$ cat config.mk
export PLATFORM = sky130hd
export DESIGN_NAME = fetch_unit
export DESIGN_NICKNAME = d
export VERILOG_FILES = /design/src/rtl/mips_pkg.sv /design/src/rtl/pc_next_mux.sv /design/src/rtl/fetch_unit.sv
export SDC_FILE = /design/constraint.sdc
export NUM_CORES = 1
export LEC_CHECK = 0
export ABC_AREA = 0
export CAP_MARGIN = 20
export CELL_PAD_IN_SITES_DETAIL_PLACEMENT = 1
export CELL_PAD_IN_SITES_GLOBAL_PLACEMENT = 1
export CORE_ASPECT_RATIO = 1.2
export CORE_MARGIN = 2
export CORE_UTILIZATION = 45
export DETAILED_ROUTE_END_ITERATION = 16
export PLACE_DENSITY_LB_ADDON = 0.1
export SLEW_MARGIN = 20
export SYNTH_ARGS = -nofsm -noshare
export SYNTH_HDL_FRONTEND = slang
export SYNTH_HIERARCHICAL = 1
export SYNTH_SLANG_ARGS = --single-unit
$ cat constraint.sdc
create_clock -name clk -period 15.7 [get_ports clk]
set_input_delay 3.925 -clock clk [delete_from_list [all_inputs] [get_ports clk]]
set_output_delay 3.925 -clock clk [all_outputs]
set_load 0.02 [all_outputs]
$ cat src/rtl/mips_pkg.sv
// rtl/mips_pkg.sv - shared MIPS32 constants, fetch state encoding and next-PC select codes
package mips_pkg;

    // Primary opcode field values (instr[31:26])
    localparam logic [5:0] OP_RTYPE = 6'b000000;
    localparam logic [5:0] OP_J     = 6'b000010;
    localparam logic [5:0] OP_BEQ   = 6'b000100;
    localparam logic [5:0] OP_ADDI  = 6'b001000;
    localparam logic [5:0] OP_LW    = 6'b100011;
    localparam logic [5:0] OP_SW    = 6'b101011;

    // sll $0,$0,0 - the canonical MIPS NOP
    localparam logic [31:0] NOP_WORD = 32'h0000_0000;

    typedef enum logic [1:0] {
        S_IDLE  = 2'd0,
        S_FETCH = 2'd1,
        S_HOLD  = 2'd2,
        S_DRAIN = 2'd3
    } fetch_state_t;

    typedef enum logic [1:0] {
        PC_SEL_HOLD   = 2'd0,
        PC_SEL_SEQ    = 2'd1,
        PC_SEL_JUMP   = 2'd2,
        PC_SEL_BRANCH = 2'd3
    } pc_sel_t;

endpackage

$ cat src/rtl/pc_next_mux.sv
// rtl/pc_next_mux.sv - combinational next-PC select with word-alignment of redirect targets
//
// Ports:
//   sel           in  next-PC source (hold / sequential / jump / branch)
//   pc            in  current PC
//   jump_target   in  jump destination (low two bits ignored)
//   branch_target in  branch destination (low two bits ignored)
//   pc_next       out selected next PC
//   pc_seq        out pc + 4, modulo 2^ADDR_W
module pc_next_mux
    import mips_pkg::*;
#(
    parameter int ADDR_W = 32
) (
    input  pc_sel_t           sel,
    input  logic [ADDR_W-1:0] pc,
    input  logic [ADDR_W-1:0] jump_target,
    input  logic [ADDR_W-1:0] branch_target,
    output logic [ADDR_W-1:0] pc_next,
    output logic [ADDR_W-1:0] pc_seq
);

    logic [ADDR_W-1:0] jump_aligned;
    logic [ADDR_W-1:0] branch_aligned;

    // Natural overflow gives the required wrap from the top word to 0.
    assign pc_seq         = pc + ADDR_W'(4);
    assign jump_aligned   = {jump_target[ADDR_W-1:2], 2'b00};
    assign branch_aligned = {branch_target[ADDR_W-1:2], 2'b00};

    always_comb begin
        pc_next = pc;
        case (sel)
            PC_SEL_HOLD:   pc_next = pc;
            PC_SEL_SEQ:    pc_next = pc_seq;
            PC_SEL_JUMP:   pc_next = jump_aligned;
            PC_SEL_BRANCH: pc_next = branch_aligned;
            default:       pc_next = pc;
        endcase
    end

endmodule

$ cat src/rtl/fetch_unit.sv
// rtl/fetch_unit.sv - MIPS32 instruction fetch stage with IF/ID register, stall skid buffer and redirect drain
//
// Ports:
//   clk, rst                  clock, asynchronous active-high reset
//   imem_req/addr/ready/rdata instruction memory request/response handshake
//   stall                     hold IF/ID outputs, do not advance
//   jump, jump_target         jump redirect (priority over branch)
//   branch_taken, branch_target taken-branch redirect
//   instr, instr_pc, pc_plus4 IF/ID register contents
//   opcode                    instr[31:26] to the control unit
//   instr_valid               IF/ID holds a live instruction
module fetch_unit
    import mips_pkg::*;
#(
    parameter logic [31:0] RESET_PC = 32'h0000_0000,
    parameter int          ADDR_W   = 32
) (
    input  logic              clk,
    input  logic              rst,
    output logic              imem_req,
    output logic [ADDR_W-1:0] imem_addr,
    input  logic              imem_ready,
    input  logic [31:0]       imem_rdata,
    input  logic              stall,
    input  logic              jump,
    input  logic [ADDR_W-1:0] jump_target,
    input  logic              branch_taken,
    input  logic [ADDR_W-1:0] branch_target,
    output logic [31:0]       instr,
    output logic [ADDR_W-1:0] instr_pc,
    output logic [ADDR_W-1:0] pc_plus4,
    output logic [5:0]        opcode,
    output logic              instr_valid
);

    fetch_state_t      state, state_next;
    pc_sel_t           pc_sel;
    logic [ADDR_W-1:0] pc, pc_next, pc_seq;

    // Skid buffer for a word that returned while stalled
    logic [31:0]       buf_instr;
    logic [ADDR_W-1:0] buf_pc;
    logic [ADDR_W-1:0] buf_pc_plus4;

    // Address of the request abandoned by a redirect; re-presented until it completes
    logic [ADDR_W-1:0] drain_addr;

    logic redirect;
    logic out_load_mem, out_load_buf, out_bubble, out_flush;
    logic buf_load, drain_load;

    assign redirect = jump | branch_taken;

    pc_next_mux #(.ADDR_W(ADDR_W)) u_pc_next_mux (
        .sel           (pc_sel),
        .pc            (pc),
        .jump_target   (jump_target),
        .branch_target (branch_target),
        .pc_next       (pc_next),
        .pc_seq        (pc_seq)
    );

    always_ff @(posedge clk or posedge rst) begin
        if (rst) begin
            state <= S_IDLE;
        end else begin
            state <= state_next;
        end
    end

    always_comb begin
        state_next   = state;
        pc_sel       = PC_SEL_HOLD;
        out_load_mem = 1'b0;
        out_load_buf = 1'b0;
        out_bubble   = 1'b0;
        out_flush    = 1'b0;
        buf_load     = 1'b0;
        drain_load   = 1'b0;

        if (redirect) begin
            // Redirect wins over stall: the IF/ID word and any buffered word are wrong-path.
            pc_sel    = jump ? PC_SEL_JUMP : PC_SEL_BRANCH;
            out_flush = 1'b1;
            if ((state == S_FETCH || state == S_DRAIN) && !imem_ready) begin
                // A request is still outstanding; memory must see it complete at its
                // original address before the new target can be issued.
                state_next = S_DRAIN;
                drain_load = (state == S_FETCH);
            end else begin
                state_next = S_FETCH;
            end
        end else begin
            case (state)
                S_IDLE: begin
                    state_next = S_FETCH;
                end
                S_FETCH: begin
                    if (imem_ready) begin
                        pc_sel = PC_SEL_SEQ;
                        if (stall) begin
                            buf_load   = 1'b1;
                            state_next = S_HOLD;
                        end else begin
                            out_load_mem = 1'b1;
                        end
                    end else if (!stall) begin
                        out_bubble = 1'b1;
                    end
                end
                S_HOLD: begin
                    if (!stall) begin
                        out_load_buf = 1'b1;
                        state_next   = S_FETCH;
                    end
                end
                S_DRAIN: begin
                    // pc already holds the redirect target; the response is dropped.
                    if (imem_ready) begin
                        state_next = S_FETCH;
                    end
                end
                default: begin
                    state_next = S_IDLE;
                end
            endcase
        end
    end

    always_ff @(posedge clk or posedge rst) begin
        if (rst) begin
            pc           <= ADDR_W'(RESET_PC);
            instr        <= NOP_WORD;
            instr_pc     <= '0;
            pc_plus4     <= '0;
            instr_valid  <= 1'b0;
            buf_instr    <= NOP_WORD;
            buf_pc       <= '0;
            buf_pc_plus4 <= '0;
            drain_addr   <= '0;
        end else begin
            pc <= pc_next;

            if (buf_load) begin
                buf_instr    <= imem_rdata;
                buf_pc       <= pc;
                buf_pc_plus4 <= pc_seq;
            end

            if (drain_load) begin
                drain_addr <= pc;
            end

            if (out_flush) begin
                instr       <= NOP_WORD;
                instr_valid <= 1'b0;
            end else if (out_load_mem) begin
                instr       <= imem_rdata;
                instr_pc    <= pc;
                pc_plus4    <= pc_seq;
                instr_valid <= 1'b1;
            end else if (out_load_buf) begin
                instr       <= buf_instr;
                instr_pc    <= buf_pc;
                pc_plus4    <= buf_pc_plus4;
                instr_valid <= 1'b1;
            end else if (out_bubble) begin
                instr_valid <= 1'b0;
            end
        end
    end

    assign imem_req  = (state == S_FETCH) || (state == S_DRAIN);
    assign imem_addr = (state == S_DRAIN) ? drain_addr : pc;
    assign opcode    = instr[31:26];

endmodule

==> impl_metrics.toml <==
[floorplanning]
die_w_um = 155
die-area_um2 = 28700
start_util_pct = 45.5
io_pins = 238
core-area_um2 = 27000
die_height_um = 185
fp-row-count = 66

[global_route]
grt_pass1_wl_mm = 55.3
grt_max_degree = 137
track_usage_pct = 24.4
first_global_vias = 9612
antenna_found_initial = 1
overflow = 0

[clocking]
clk_pin_slew_ns = 0.06
cts_tree = "yes"
cts.hold.buffers_added = 0
cts_setup_buffers = 0
htreeDepth = 1
cts-root-buf = "clkbuf_16"
numCtsBuffers = 28
clock_path_buffers = 3
ctsResizeCount = 0
clk_latency_ns = 0.54
cts_sinks = 259

[synthesis]
ys_ff_latch = 259
syn_nets = 1092
synth_area_um2 = 12300
seq_area_frac_synth_pct = 52.7
synth_cell_types = 53
synth_top_area_share_pct = 52.7
yosysTopAreaCell = "dfrtp_1"
synth.area.top_cells = "dfrtp_1 53%, mux2_2 11%, mux2_4 4.9%"
synthCells = 989
synth-main-ff-cell = "dfrtp_1"
yosysWarningCount = 6
synth-edff-count = 0
avgSynthCellArea_um2 = 12.4
ys_async_sr_fraction_pct = 100

[placed_design]
place_inst = 1483
gp_congestion = 0.778
dp_slack_ns = 8.31
io_buffer_count = 233
dpl.hpwl_mm = 22.4

[sta]
max_freq_ghz = 0.145
max_slew_margin_pct = 33.3
period_minus_slack_ns = 6.88
finalHoldViolCount = 0
tightestPinTransition_ns = 1.00
fin_skew_ns = 0.0118
fin_crit_sh_pct = 43.9
slew_violations = 0
setup_tns_ns = 0
setup_violations = 0
worst_slack_ns = 8.82
rsz0062_at_grt = "no"

[worst_setup_path]
worstPathRequired_ns = 11.77
crit_arrival_ns = 2.96
r2r_cells = 9
cp-end-kind = "primary output"
critical_path_class = "reg -> out"
crit_path_start_kind = "register"
crit_path_max_fanout = 22

[power]
p_leak_uw = 0.00675
ir_drop_mv = 0.0956
power_density_nw_per_um2 = 143

[final_layout]
finalNonFillerCells = 1535
syn2layout_area_growth_pct = 28.5
diodes = 0
nets = 1276
final_core_util_pct = 58.5
drive_above_1_share_pct = 20.8

[route]
ant_nets = 0
drc = 0
dr.pass1.iters = 4
drt_iter0_drc = 394
dr_total_vias = 9099
via_per_inst = 5.93
wirelength_mm = 34.9
wl_per_cell_um = 22.8

[hold_path]
worst_hold_path_type = "reg -> reg"
holdPathStages = 1

[status]
status = "complete, no violations"

[run]
drv_cap = 0
==> worst max-delay path, cell delays in order (launching register included) <==
cell	delay (ns)
dfrtp_1	0.50
nand2_1	0.51
buf_4	0.43
mux2_2	0.39
clkdlybuf4s50_1	0.58
==> where the power goes <==
part           switching, µW  internal (µW)
Combinational            248            309
Sequential               112            821
Clock                    277            489
==> stage by stage <==
stage	power [µW]	area (µm²)	hold slack, ns
2_1_floorplan	1250	12300	0.477
3_3_place_gp	1480	14700	0.486
3_5_place_dp	1500	14700	0.493
4_1_cts	2280	15800	0.507
5_1_grt	2360	15800	0.521
6_report	2260	15800	0.504
==> cells in the final DEF (no fill, tap or decap), drive strengths merged, types with 2 or more instances in the layout <==
master,count
o21a,3
nand2,33
o22ai,64
dfrtp,259
a221o,32
and2,14
buf,17
o31ai,3
nor2,20
a2bb2oi,64
nor3,12
o211ai,2
nor2b,8
and3,35
clkbuf,32
nor4,10
bufinv,9
a211oi,16
xor2,17
clkinv,10
or3,8
a31oi,9
nand3,14
mux2i,11
or4,6
xnor2,21
o31a,12
o211a,2
and4,4
nand4,12
clkdlybuf4s50,233
a21oi,13
o21ai,10
inv,7
mux2,163
==> cell families after synthesis <==
kind of cell / Yosys count / synth area share (%)
XOR/XNOR: 38 / 2.71
buffers and inverters: 103 / 4.27
AO/OA/AOI/OAI: 232 / 14.6
flip-flops: 259 / 52.7
adder cells (fa/ha/maj): 1 / 0.102
AND/OR/NAND/NOR: 181 / 8.37
multiplexers: 175 / 17.2
==> Yosys cell counts (all sizes together) (13+ instances only) <==
cell type and count:
clkbuf 34, o22ai 64, a221o 32, a211oi 16
nand3 14, a2bb2oi 64, nand2 33, mux2 163
xor2 17, and2 14, nor2 20, and3 35
xnor2 21, buf 62, a21oi 13, dfrtp 259
==> worst paths after layout <==
kind / start / to / slack, ns
min in group asynchronous: rst / buf_instr[0]$_DFFE_PP0P_ / 3.92
max in group asynchronous: rst / pc_plus4[1]$_DFFE_PP0P_ / 10.26
worst min-delay path: drain_addr[22]$_DFFE_PP0P_ / drain_addr[22]$_DFFE_PP0P_ / 0.50
worst min register to register: drain_addr[22]$_DFFE_PP0P_ / drain_addr[22]$_DFFE_PP0P_ / 0.50
worst max-delay path: state[1]$_DFFE_PP0P_ / imem_addr[29] / 8.82
worst max register to register: state[1]$_DFFE_PP0P_ / pc[29]$_DFF_PP0_ / 12.28
==> area by class of cell <==
type / count / area [µm²]
clock buffer: 32 / 747
tap: 340 / 425
multi-input combinational: 627 / 5320
timing repair buffer: 250 / 2460
inverter: 7 / 33.8
fill: 2695 / 11200
sequential: 259 / 6480
clock inverter: 20 / 332
==> metal layers <==
layer	up-vias	global-route usage, %	share of wire (%)
met1	4726	33.5	44
li1	4084	-	-
met4	2	6.41	2.3
met3	48	3.91	4.8
met5	-	0	0.037
met2	239	40.6	49
==> registers in the layout, summed over array words and instances, names as in the netlist <==
register      count
buf_instr        32
buf_pc           32
buf_pc_plus4     32
drain_addr       32
instr            32
instr_pc         32
instr_valid       1
pc               32
pc_plus4         32
state             2
No activity file was read; power rests on OpenSTA's default activity.
